## config.mk

```make
export PLATFORM = sky130hd
export DESIGN_NAME = lif_neuron
export DESIGN_NICKNAME = d
export VERILOG_FILES = /design/src/rtl/snn_pkg.sv /design/src/rtl/weighted_spike_adder.sv /design/src/rtl/lif_neuron.sv
export SDC_FILE = /design/constraint.sdc
export NUM_CORES = 1
export LEC_CHECK = 0
export BUFFER_PORTS_ARGS = -buffer_cell sky130_fd_sc_hd__buf_2
export CAP_MARGIN = 20
export CORE_MARGIN = 8
export CORE_UTILIZATION = 55
export DETAILED_ROUTE_END_ITERATION = 8
export PLACE_DENSITY_LB_ADDON = 0.05
export SYNTH_ARGS = -nofsm -noshare
export SYNTH_HDL_FRONTEND = slang
export SYNTH_SLANG_ARGS = --single-unit
```

## constraint.sdc

```tcl
create_clock -name clk -period 6.3 [get_ports clk]
set_clock_uncertainty 0.2 [all_clocks]
set_input_delay 0.63 -clock clk [delete_from_list [all_inputs] [get_ports clk]]
set_output_delay 0.63 -clock clk [all_outputs]
set_load 0.1 [all_outputs]
```

## src/rtl/snn_pkg.sv

```systemverilog
// Shared types, network-wide defaults and helpers for the spiking network.
package snn_pkg;

    // Neuron control states
    typedef enum logic [0:0] {
        INTEGRATE = 1'b0,
        REFRACT   = 1'b1
    } lif_state_t;

    // Defaults shared by every stage of the network
    localparam int DEF_THRESHOLD   = 100;
    localparam int DEF_LEAK_SHIFT  = 3;
    localparam int DEF_REFRACTORY  = 2;
    localparam int DEF_WINDOW_SIZE = 5;

    // Working width for the pre-clamp potential; wide enough for any
    // potential plus weighted sum used in this network.
    localparam int CLAMP_IN_WIDTH  = 48;

    // Saturate a signed value into the unsigned range [0, 2^pot_width-1].
    function automatic logic [CLAMP_IN_WIDTH-1:0] sat_clamp(
        input logic signed [CLAMP_IN_WIDTH-1:0] x,
        input int unsigned                      pot_width
    );
        logic signed [CLAMP_IN_WIDTH-1:0] max_v;
        logic [CLAMP_IN_WIDTH-1:0]        res;
        max_v = (48'sd1 <<< pot_width) - 48'sd1;
        if (x < 48'sd0) begin
            res = 48'd0;
        end else if (x > max_v) begin
            res = max_v;
        end else begin
            res = x;
        end
        return res;
    endfunction

endpackage

```

## src/rtl/weighted_spike_adder.sv

```systemverilog
// Combinational masked signed sum: adds weight i whenever spike bit i is set.
module weighted_spike_adder
    import snn_pkg::*;
#(
    parameter int NUM_INPUTS   = 4,
    parameter int WEIGHT_WIDTH = 8,
    parameter int SUM_WIDTH    = 27
) (
    input  logic [NUM_INPUTS-1:0]              spike_mask,
    input  logic [NUM_INPUTS*WEIGHT_WIDTH-1:0] weights,
    output logic signed [SUM_WIDTH-1:0]        sum
);

    // Accumulate sign-extended weights of the active channels
    always_comb begin
        sum = '0;
        for (int i = 0; i < NUM_INPUTS; i++) begin
            if (spike_mask[i]) begin
                sum = sum + SUM_WIDTH'(signed'(weights[i*WEIGHT_WIDTH +: WEIGHT_WIDTH]));
            end else begin
                sum = sum;
            end
        end
    end

endmodule

```

## src/rtl/lif_neuron.sv

```systemverilog
// Integer leaky integrate-and-fire neuron with refractory period and a
// per-frame output spike counter aligned to the spike generators' window.
module lif_neuron
    import snn_pkg::*;
#(
    parameter int NUM_INPUTS   = 4,
    parameter int WEIGHT_WIDTH = 8,
    parameter int POT_WIDTH    = 16,
    parameter int THRESHOLD    = DEF_THRESHOLD,
    parameter int LEAK_SHIFT   = DEF_LEAK_SHIFT,
    parameter int REFRACTORY   = DEF_REFRACTORY,
    parameter int WINDOW_SIZE  = DEF_WINDOW_SIZE
) (
    input  logic                                  clk,
    input  logic                                  rst,
    input  logic                                  in_valid,
    input  logic [NUM_INPUTS-1:0]                 spike_in,
    input  logic [NUM_INPUTS*WEIGHT_WIDTH-1:0]    weights,
    output logic                                  spike_out,
    output logic [POT_WIDTH-1:0]                  membrane_potential,
    output logic                                  window_done,
    output logic [$clog2(WINDOW_SIZE+1)-1:0]      spike_count
);

    localparam int SUM_WIDTH = POT_WIDTH + WEIGHT_WIDTH + $clog2(NUM_INPUTS) + 1;
    localparam int CNT_WIDTH = $clog2(WINDOW_SIZE + 1);
    localparam int REF_WIDTH = (REFRACTORY > 0) ? $clog2(REFRACTORY + 1) : 1;
    localparam logic [POT_WIDTH-1:0] THR_V = POT_WIDTH'(THRESHOLD);

    // State
    lif_state_t                  state_r;
    logic [POT_WIDTH-1:0]        v_r;
    logic [REF_WIDTH-1:0]        ref_cnt_r;
    logic [CNT_WIDTH-1:0]        win_cnt_r;
    logic [CNT_WIDTH-1:0]        tally_r;
    logic                        spike_out_r;
    logic                        window_done_r;
    logic [CNT_WIDTH-1:0]        spike_count_r;

    // Datapath
    logic signed [SUM_WIDTH-1:0]      sum_s;
    logic [POT_WIDTH-1:0]             leaked_s;
    logic signed [CLAMP_IN_WIDTH-1:0] pre_s;
    logic [CLAMP_IN_WIDTH-1:0]        clamp_wide_s;
    logic [POT_WIDTH-1:0]             v_next_s;
    logic                             fire_s;
    logic                             last_step_s;
    logic [CNT_WIDTH-1:0]             tally_next_s;

    weighted_spike_adder #(
        .NUM_INPUTS   (NUM_INPUTS),
        .WEIGHT_WIDTH (WEIGHT_WIDTH),
        .SUM_WIDTH    (SUM_WIDTH)
    ) u_adder (
        .spike_mask (spike_in),
        .weights    (weights),
        .sum        (sum_s)
    );

    // Leak, integrate, saturate and decide whether this step fires
    always_comb begin
        leaked_s     = v_r - (v_r >> LEAK_SHIFT);
        pre_s        = signed'(CLAMP_IN_WIDTH'(leaked_s)) + CLAMP_IN_WIDTH'(sum_s);
        clamp_wide_s = sat_clamp(pre_s, POT_WIDTH);
        v_next_s     = POT_WIDTH'(clamp_wide_s);
        if (state_r == INTEGRATE) begin
            fire_s = (v_next_s >= THR_V);
        end else begin
            fire_s = 1'b0;
        end
        last_step_s  = (win_cnt_r == CNT_WIDTH'(WINDOW_SIZE - 1));
        tally_next_s = tally_r + CNT_WIDTH'(fire_s);
    end

    // Neuron FSM, window counter and registered outputs
    always_ff @(posedge clk or negedge rst) begin
        if (!rst) begin
            state_r       <= INTEGRATE;
            v_r           <= '0;
            ref_cnt_r     <= '0;
            win_cnt_r     <= '0;
            tally_r       <= '0;
            spike_out_r   <= 1'b0;
            window_done_r <= 1'b0;
            spike_count_r <= '0;
        end else if (in_valid) begin
            spike_out_r <= fire_s;
            if (last_step_s) begin
                // Frame boundary: publish the count and start the next frame clean
                window_done_r <= 1'b1;
                spike_count_r <= tally_next_s;
                tally_r       <= '0;
                win_cnt_r     <= '0;
                v_r           <= '0;
                ref_cnt_r     <= '0;
                state_r       <= INTEGRATE;
            end else begin
                window_done_r <= 1'b0;
                tally_r       <= tally_next_s;
                win_cnt_r     <= win_cnt_r + CNT_WIDTH'(1);
                case (state_r)
                    INTEGRATE: begin
                        if (fire_s) begin
                            v_r <= '0;
                            if (REFRACTORY > 0) begin
                                state_r   <= REFRACT;
                                ref_cnt_r <= REF_WIDTH'(REFRACTORY);
                            end else begin
                                state_r   <= INTEGRATE;
                                ref_cnt_r <= '0;
                            end
                        end else begin
                            v_r <= v_next_s;
                        end
                    end
                    REFRACT: begin
                        v_r <= '0;
                        if (ref_cnt_r <= REF_WIDTH'(1)) begin
                            ref_cnt_r <= '0;
                            state_r   <= INTEGRATE;
                        end else begin
                            ref_cnt_r <= ref_cnt_r - REF_WIDTH'(1);
                        end
                    end
                    default: begin
                        state_r   <= INTEGRATE;
                        v_r       <= '0;
                        ref_cnt_r <= '0;
                    end
                endcase
            end
        end else begin
            // Idle cycle: everything holds, pulses drop
            spike_out_r   <= 1'b0;
            window_done_r <= 1'b0;
        end
    end

    assign spike_out          = spike_out_r;
    assign membrane_potential = v_r;
    assign window_done        = window_done_r;
    assign spike_count        = spike_count_r;

endmodule

```

==> run summary, run 1 <==
total CTS buffers: 5
die area: 17300 sq um
fill count: 801
#FFs+latches synth: 30
Final Cycle Share: 135%
DRT Pass-1 Iters: 5
ANT nets after route: 0
Worst-Margin Slew: 0.702 ns
CTS tree: done
Power Total: 2.69 mW
Netlist Area Pre-Place: 7360 sq um
Final Hold Fails: 0
Max-slew headroom: 53.2%
setup repair after global routing missed its margin: true
port bufs: 59
WP data required: 6.27 ns
Yosys top cell area share: 15.1%
area grow syn2layout: 52.1%
n_diodes: 0
CP startpoint kind: input port
number of remaining DRC errors: 0
core area: 13100 sq um
Final Setup Violations: 17
GPL Wtd Cong: 0.962
Clock Latency Late Sink: 0.29 ns
fraction of registers with async set/reset: 100%
maximum buffer depth of the clock tree: 2
GRT Overall Usage: 30.0%
drt wl/cell: 17.8 microns
CP max FO: 6
Warnings, synthesis: 0
pin count of the biggest net entering global routing: 38
status: finished with violations
Total Nets Final: 1545
Avg Cell Area, Syn: 7.16 sq um
pre-CTS setup slack: -2.57 ns
IO Pins: 60
Root Buffer Master: clkbuf_16
Tmin final: 8.47 ns
most used cell, CP: ha_4
top layer in use: met4
Peak Freq: 118 MHz
PD cells: 240 nW/um^2
Worst setup EP type: flip-flop
number of synthesized flops with an enable pin: 0
critical path's slowest cell: fa_1
DR WL met3: 1.68 mm
fin. max-slew vios: 0
CTS Sinks: 30
H-tree Lvls: 2
vias after detailed routing: 9707
wire length on met2: 13.7 mm
CTS Hold Bufs: 0
Tightest Hold Check Type: in2async
total wire length: 28.2 mm
vias in the first global route: 9620
Max IR drop VDD: 348 uV
cell taking the most area after synthesis: ha_1
FP Rows: 42
Mapped Cells: 1027
layout cell share with drive strength beyond 1: 39.2%
Pleak: 5.49 nW
Initial Utilization: 56.0%
met1 WL: 11.6 mm
post-DP HPWL: 19.9 mm
DIE WIDTH: 132 microns
fin worst setup slack: -2.17 ns
CTS clk-pin slew, worst paths: 0.05 ns
GRT Residual Overflow: 0
initial antenna violation count: 0
Initial DRC Count: 705
drt via density: 6.12
max_cap viols: 0
sequential fraction of the synthesis area: 10.2%
first-pass GRT wire length: 44.6 mm
die height: 132 microns
Post-Syn Nets: 1164
synth top area cells: ha_1 15%, dfrtp_1 10%, a21oi_1 7.9%, nand2_1 5.2%, o21ai_0 4.6%
failing checks: negative setup slack
Crit Path Class: in2reg
CP peak stage delay: 0.47 ns
Worst EP arrival: 8.45 ns
prevailing post-synth register cell: dfrtp_1
synth unique cells: 79
path summary, 6_finish.rpt:
kind                       slack, ns                      to  cells past startpoint                   from
max                            -2.17          spike_count[1]                     40            spike_in[0]
max in group asynchronous       5.25  membrane_potential[13]                      1                    rst
min                             0.19            win_cnt_r[0]                      1                    rst
min in group clk                0.31          spike_count[1]                      1         spike_count[1]
min reg2reg                     0.31          spike_count[1]                      1         spike_count[1]
max reg2reg                    -0.39          spike_count[1]                     30  membrane_potential[4]
state kept, by name, summed over array words and instances (netlist names):
name / flops
membrane_potential: 16
ref_cnt_r: 2
spike_count: 3
spike_out: 1
state_r: 1
tally_r: 3
win_cnt_r: 3
window_done: 1
area by class of cell:
cell class	count	area, sq um	area share (%)
clock inverters	2	12.5	0.112
well taps	176	220	1.97
flip-flops and latches	30	751	6.71
clock buffers	6	139	1.24
repair buffers	413	2990	26.7
multi-input cells	904	6880	61.4
inverters	54	203	1.81
per-layer routing:
| metal | track usage, % | vias up |
|---|---|---|
| met4 | 10.8 | 0 |
| met1 | 35.7 | 4606 |
| li1 | - | 4586 |
| met2 | 54.0 | 410 |
| met5 | 0 | - |
| met3 | 3.85 | 105 |
power by group:
part           leakage, nW  switching, mW  internal [mW]  total (mW)
registers            0.399         0.0399          0.232       0.272
logic                 5.01           1.13           1.04        2.17
clock network       0.0729         0.0909          0.156       0.247
total                 5.49           1.26           1.43        2.69
placed cells by master (no fill, tap or decap), types with 8 or more instances in the layout:
cell / instances
a31oi_1: 18
buf_4: 347
nor2_1: 70
xor2_1: 27
nor3_1: 19
o21ai_0: 48
nand3_1: 32
nand4_1: 16
buf_2: 58
and3_1: 15
a21o_1: 36
dfrtp_1: 30
o211ai_1: 13
mux2_2: 15
o21ai_1: 16
ha_4: 15
o21ai_2: 9
ha_1: 74
mux2i_1: 9
and2_1: 15
inv_1: 53
a21oi_2: 20
or3_1: 8
nand2b_1: 14
xnor2_1: 34
a21oi_1: 95
nand2_1: 99
o21a_1: 16
fa_1: 8
synthesized netlist by cell type, drive strengths merged (9+ instances only):
| master | n |
|---|---|
| dfrtp | 30 |
| a211oi | 9 |
| xnor2 | 38 |
| o22ai | 11 |
| nand3 | 36 |
| or3 | 9 |
| and3 | 17 |
| a21o | 36 |
| mux2 | 17 |
| nand2b | 14 |
| fa | 9 |
| xor2 | 27 |
| o21a | 16 |
| a31oi | 19 |
| nor3 | 21 |
| mux2i | 9 |
| clkbuf | 31 |
| o21ai | 73 |
| nor2 | 79 |
| ha | 89 |
| nand2 | 102 |
| a21oi | 117 |
| inv | 54 |
| nand4 | 17 |
| o211ai | 13 |
| and2 | 16 |
critical path, delay by kind of cell:
kind,cells,cell delay [ns]
xor+xnor,3,0.48
compound gates,15,2.93
buf+inv,2,0.25
simple gates,13,2.13
mux,1,0.25
fa+ha+maj,6,1.80
metrics by stage:
stage | std cells | setup TNS, ns | util, % | hold WS (ns) | area [sq um]
3_3_place_gp | 1538 | -36.70 | 77.6 | 0.276 | 10200
3_5_place_dp | 1538 | -39.80 | 77.6 | 0.279 | 10200
6_report | 1585 | -35.00 | 85.2 | 0.188 | 11200
2_1_floorplan | 1027 | -34.77 | - | 0.134 | 7490
5_1_grt | 1585 | -40.89 | 85.2 | 0.245 | 11200
4_1_cts | 1570 | -30.13 | 82.7 | 0.198 | 10900
kinds of logic after synthesis:
kind of cell | share of synthesized area [%]
AND/OR/NAND/NOR | 23.2
XOR/XNOR | 7.74
multiplexers | 3.88
flip-flops | 10.2
adder cells (fa/ha/maj) | 17.6
AO/OA/AOI/OAI | 32.5
buffers and inverters | 4.85
what timing repair did:
action                                  in CTS  in global routing
pin swaps                                   58                 39
cloned                                       0                  0
endpoints found under the setup margin      17                 17
gates resized for setup                     70                 43
setup buffers                               25                 16
(Power assumes the default switching activity.)
==> run 2, diff against run 1 <==
- CELL_PAD_IN_SITES_DETAIL_PLACEMENT: unset -> 0
- CELL_PAD_IN_SITES_GLOBAL_PLACEMENT: unset -> 1
- CORE_UTILIZATION: 55 -> 42
==> run 2 against run 1 <==
Against the previous run: via count fell by 8.4%; first-iteration DRC count fell by 31%; sequential power fell by 4%; the flow still finishes with violations (negative setup slack); largest cell class unchanged; count of clock-buffer cells in the layout did not move; non-clock buffer count did not move; hold slack improved by 0.0062 ns; worst setup slack got worse by 0.032 ns; final cell count rose by 3.1%; routed wire length fell by 10%; combinational power fell by 6%; global-route usage fell by 7.1 points; sequential share of layout area barely moved.
==> run summary, run 2 (same netlist as run 1, synthesis figures left out) <==
CP max FO: 5 (-1)
Initial DRC Count: 487 (-31%)
commonest non-fill, non-tap cells in the layout: 350 x buf_4, 99 x nand2_1, 97 x a21oi_1, 77 x ha_1, 73 x nor2_1
GRT Overall Usage: 22.9% (-7.1 points)
Pleak: 5.46 nW (-0.48%)
total wire length: 25.3 mm (-10%)
CTS Sinks: 30 (unchanged)
PD cells: 235 nW/um^2 (-2.3%)
CTS clk-pin slew, worst paths: 0.05 ns (about the same)
FP Rows: 48 (+14%)
Worst EP arrival: 8.47 ns (+0.02 ns)
Total Nets Final: 1545 (unchanged)
status: finished with violations
WP data required: 6.26 ns (about the same)
fill count: 1584 (+98%)
CP peak stage delay: 0.48 ns (about the same)
final core occ: 64.7% (-20 points)
initial antenna violation count: 0 (unchanged)
Final Cycle Share: 135% (+0.51 points)
Tmin final: 8.51 ns (+0.0321 ns)
final instance area: 11200 sq um (-0.35%)
pin count of the biggest net entering global routing: 38 (unchanged)
drt wl/cell: 15.5 microns (-13%)
Max IR drop VDD: 227 uV (-35%)
most used cell, CP: nand2_1
Max-slew headroom: 53.3% (+0.11 points)
most common cell after layout, fill and taps aside: buf_4
core area: 17200 sq um (+31%)
Crit Path Class: in2reg
max reg flops: 16 (unchanged)
die height: 148 microns (+13%)
placed standard-cell area: 10300 sq um (+1.4%)
CTS tree: done
Power Total: 2.62 mW (-2.7%)
Clock Latency Late Sink: 0.28 ns (about the same)
number of remaining DRC errors: 0 (unchanged)
setup repair after global routing missed its margin: true
Root Buffer Master: clkbuf_16
max_cap viols: 0 (unchanged)
die area: 22000 sq um (+27%)
maximum buffer depth of the clock tree: 2 (unchanged)
post-route setup TNS: -35.45 ns (-0.457 ns)
failing checks: negative setup slack
port bufs: 59 (unchanged)
n_diodes: 0 (unchanged)
Worst-Margin Slew: 0.701 ns (-0.00158 ns)
first-pass GRT wire length: 42.3 mm (-5.2%)
GPL Wtd Cong: 0.907 (-5.7%)
DRT Pass-1 Iters: 5 (unchanged)
H-tree Lvls: 2 (unchanged)
drt via density: 5.44 (-11%)
IO Pins: 60 (unchanged)
CTS Hold Bufs: 0 (unchanged)
post-DP HPWL: 20.6 mm (+3.7%)
DIE WIDTH: 148 microns (+13%)
critical path's slowest cell: fa_1
vias after detailed routing: 8889 (-8.4%)
area grow syn2layout: 51.6%
fin worst setup slack: -2.21 ns (-0.0321 ns)
Final Setup Violations: 17 (unchanged)
ANT nets after route: 0 (unchanged)
fin. max-slew vios: 0 (unchanged)
total CTS buffers: 5 (unchanged)
Cell Count, Final, Fillers Out: 1634 (+3.1%)
GRT Residual Overflow: 0 (unchanged)
layout cell share with drive strength beyond 1: 38.3% (-0.92 points)
Peak Freq: 118 MHz (-0.38%)
Tightest Hold Check Type: in2async
vias in the first global route: 8898 (-7.5%)
Final Hold Fails: 0 (unchanged)
Initial Utilization: 42.7% (-13 points)
# placed instances: 1600 (+4.0%)
CP startpoint kind: input port
Worst setup EP type: flip-flop
run 2: cell types whose count changed in the layout (fill, tap and decap cells not counted), moves of 3 or more:
| cell | change |
|---|---|
| ha_4 | -6 |
| buf_4 | +3 |
| ha_1 | +3 |
| ha_2 | +3 |
| nor2_1 | +3 |
run 2: power by group:
group          leakage (nW)  internal [mW]  switching, mW  total [mW]
sequential            0.399          0.232         0.0283       0.260
clock                0.0971          0.237         0.0871       0.324
combinational          4.96          0.992           1.04        2.03
run 2: critical path, delay by kind of cell:
kind	cells	cell delay [ns]
buf+inv	4	0.52
mux	1	0.26
compound gates	14	2.28
simple gates	16	2.58
xor+xnor	2	0.33
fa+ha+maj	6	1.86
run 2: timing repair:
| item | in CTS | in global routing |
|---|---|---|
| setup buffers | 21 | 7 |
| gates cloned | 0 | 0 |
| resized for setup | 70 | 21 |
| setup endpoints to repair | 17 | 17 |
| pin swaps | 58 | 38 |
run 2: final timing paths:
| check | from | endpoint | slack, ns | cells past startpoint |
|---|---|---|---|---|
| max in group asynchronous | rst | membrane_potential[9] | 5.25 | 1 |
| max reg2reg | membrane_potential[4] | spike_count[1] | -0.27 | 30 |
| min reg2reg | spike_count[2] | spike_count[2] | 0.29 | 2 |
| max | spike_in[0] | spike_count[1] | -2.21 | 43 |
| min | rst | spike_count[1] | 0.19 | 1 |
| min in group clk | spike_count[2] | spike_count[2] | 0.29 | 2 |
run 2: per-layer routing:
layer,GRT usage (%),vias up,wire [microns]
met2,40.0,147,11900
met1,30.3,4144,12100
li1,-,4578,-
met3,1.58,20,795
met5,0,-,0
met4,4.79,0,534
run 2: through the flow:
stage                     setup slack [ns]  hold slack [ns]
final                                -2.21            0.194
after CTS                            -2.11            0.209
after floorplan                      -2.44            0.134
after global routing                 -2.63            0.260
after detailed placement             -2.80            0.270
after global placement               -2.69            0.266
run 2: area by class of cell:
class,instances,area (sq um),share of cell area [%]
inverters,54,203,1.82
multi-input cells,904,6750,60.5
well taps,225,282,2.52
clock inverters,2,60.1,0.538
clock buffers,6,139,1.24
repair buffers,413,2970,26.7
flip-flops and latches,30,751,6.73
==> run 3, diff against run 2 <==
==> constraint.sdc (replaced) <==
create_clock -name clk -period 6.3 [get_ports clk]
set_clock_uncertainty 0.2 [all_clocks]
set_input_delay 0.945 -clock clk [delete_from_list [all_inputs] [get_ports clk]]
set_output_delay 0.945 -clock clk [all_outputs]
set_load 0.1 [all_outputs]
==> run 3 against run 2 <==
Against the previous run: the flow still finishes with violations (negative setup slack); sequential share of layout area about the same; first-iteration DRC count decreased by 4.3%; clock power decreased by 31%; via count increased by 1.6%; combinational power increased by 4%; final cell count increased by 0.55%; sequential power about the same; critical path depth decreased by 1; routed wire length increased by 0.42%; fmax decreased by 3.0%.
==> run summary, run 3 (same netlist as run 1, synthesis figures left out) <==
status: finished with violations
CTS clk-pin slew, worst paths: 0.05 ns (about the same)
DRT Pass-1 Iters: 5 (unchanged)
launch point of the worst reg-to-reg path: membrane_potential[4]
reg-to-reg slack, setup: -0.07 ns (+0.20 ns)
maximum buffer depth of the clock tree: 2 (unchanged)
number of remaining DRC errors: 0 (unchanged)
Crit Path Class: in2reg
Pleak: 5.50 nW (+0.70%)
commonest non-fill, non-tap cells in the layout: 361 x buf_4, 99 x nand2_1, 98 x a21oi_1, 77 x ha_1, 74 x nor2_1
FP Rows: 48 (unchanged)
total wire length: 25.4 mm (+0.42%)
Worst setup EP type: flip-flop
DIE WIDTH: 148 microns (unchanged)
fin worst setup slack: -2.47 ns (-0.262 ns)
Cell Count, Final, Fillers Out: 1643 (+0.55%)
layout cell share with drive strength beyond 1: 39.1% (+0.81 points)
first-pass GRT wire length: 42.3 mm (about the same)
port bufs: 59 (unchanged)
Max-slew headroom: 55.2% (+1.9 points)
Reg2Reg Depth: 29 (-3.3%)
initial antenna violation count: 0 (unchanged)
FF-to-FF End: tally_r[0]
Final Hold Fails: 0 (unchanged)
GRT Residual Overflow: 0 (unchanged)
CP startpoint kind: input port
Crit. Startpoint: spike_in[0]
# placed instances: 1598 (-0.13%)
max_cap viols: 0 (unchanged)
post-DP HPWL: 20.3 mm (-1.9%)
failing checks: negative setup slack
Worst-Margin Slew: 0.672 ns (-0.0288 ns)
die area: 22000 sq um (unchanged)
GRT Overall Usage: 22.9% (-0.050 points)
CTS Sinks: 30 (unchanged)
GPL Wtd Cong: 0.922 (+1.6%)
area grow syn2layout: 52.3%
vias after detailed routing: 9033 (+1.6%)
Total Nets Final: 1555 (+0.65%)
Initial Utilization: 42.7% (unchanged)
Peak Freq: 114 MHz (-3.0%)
Worst Setup EP: tally_r[0]
most common cell after layout, fill and taps aside: buf_4
die height: 148 microns (unchanged)
core area: 17200 sq um (unchanged)
vias in the first global route: 9077 (+2.0%)
ANT nets after route: 0 (unchanged)
CTS tree: done
Initial DRC Count: 466 (-4.3%)
CTS Hold Bufs: 0 (unchanged)
top layer in use: met4
total CTS buffers: 5 (unchanged)
Tightest Hold Check Type: reg2reg
Tmin final: 8.77 ns (+0.262 ns)
WP data required: 6.26 ns (about the same)
met1 WL: 11.9 mm (-1.7%)
CP max FO: 5 (unchanged)
Final Cycle Share: 139% (+4.2 points)
IO Pins: 60 (unchanged)
drt via density: 5.50 (+1.1%)
H-tree Lvls: 2 (unchanged)
max reg flops: 16 (unchanged)
most used cell, CP: a21oi_2
wire length on met2: 12.1 mm (+2.4%)
Power Total: 2.60 mW (-0.88%)
drt wl/cell: 15.4 microns (-0.13%)
DR WL met3: 783 microns (-1.5%)
CP peak stage delay: 0.43 ns (-0.05 ns)
Final Setup Violations: 17 (unchanged)
PD cells: 232 nW/um^2 (-1.4%)
setup repair after global routing missed its margin: true
Worst EP arrival: 8.73 ns (+0.26 ns)
critical path's slowest cell: fa_1
Clock Latency Late Sink: 0.28 ns (about the same)
Max IR drop VDD: 242 uV (+6.6%)
fin. max-slew vios: 0 (unchanged)
Root Buffer Master: clkbuf_16
pin count of the biggest net entering global routing: 38 (unchanged)
n_diodes: 0 (unchanged)
-- run 3: metrics by stage --
stage | utilization (%) | hold WS [ns] | TNS (ns) | instance area (sq um) | setup slack (ns)
finish | 65.0 | 0.285 | -40.10 | 11200 | -2.47
global route | 65.0 | 0.346 | -47.03 | 11200 | -2.87
CTS | 64.0 | 0.283 | -38.27 | 11000 | -2.40
detailed placement | 59.9 | 0.266 | -47.67 | 10300 | -3.04
global placement | 59.9 | 0.260 | -46.12 | 10300 | -2.95
floorplan | - | 0.261 | -40.13 | 7490 | -2.76
-- run 3: power breakdown --
part | internal, mW | switching, mW | total, mW
clock network | 0.142 | 0.0827 | 0.225
logic | 1.04 | 1.07 | 2.11
registers | 0.232 | 0.0311 | 0.263
-- run 3: worst min-delay path by stage --
stage,startpoint,end,slack [ns],depth (start not counted)
floorplan,ref_cnt_r[1],ref_cnt_r[1],0.26,2
global placement,spike_count[2],spike_count[2],0.26,2
CTS,spike_count[2],spike_count[2],0.28,2
finish,spike_count[2],spike_count[2],0.29,2
global route,ref_cnt_r[1],ref_cnt_r[1],0.35,2
detailed placement,spike_count[2],spike_count[2],0.27,2
-- run 3: what timing repair did --
item	4_1_cts	5_1_grt
resized for setup	74	25
pin swaps	54	44
endpoints found under the setup margin	17	17
setup buffers	29	10
-- run 3: cell type report --
cell class / instances / area (sq um)
clock inverters: 2 / 10.0
fillers: 1535 / 6030
well taps: 225 / 282
multi-input cells: 904 / 6790
inverters: 54 / 205
repair buffers: 423 / 3050
flip-flops and latches: 30 / 751
clock buffers: 5 / 125
-- run 3: critical path: cells and delay by family --
family          cells  cell delay, ns
buf+inv             3            0.35
compound gates     20            3.86
fa+ha+maj           5            1.60
simple gates       12            1.61
xor+xnor            2            0.38
-- run 3: per-layer routing --
layer	track usage [%]	vias up
li1	-	4619
met5	0	-
met2	40.2	172
met4	5.97	0
met1	29.5	4210
met3	1.82	32
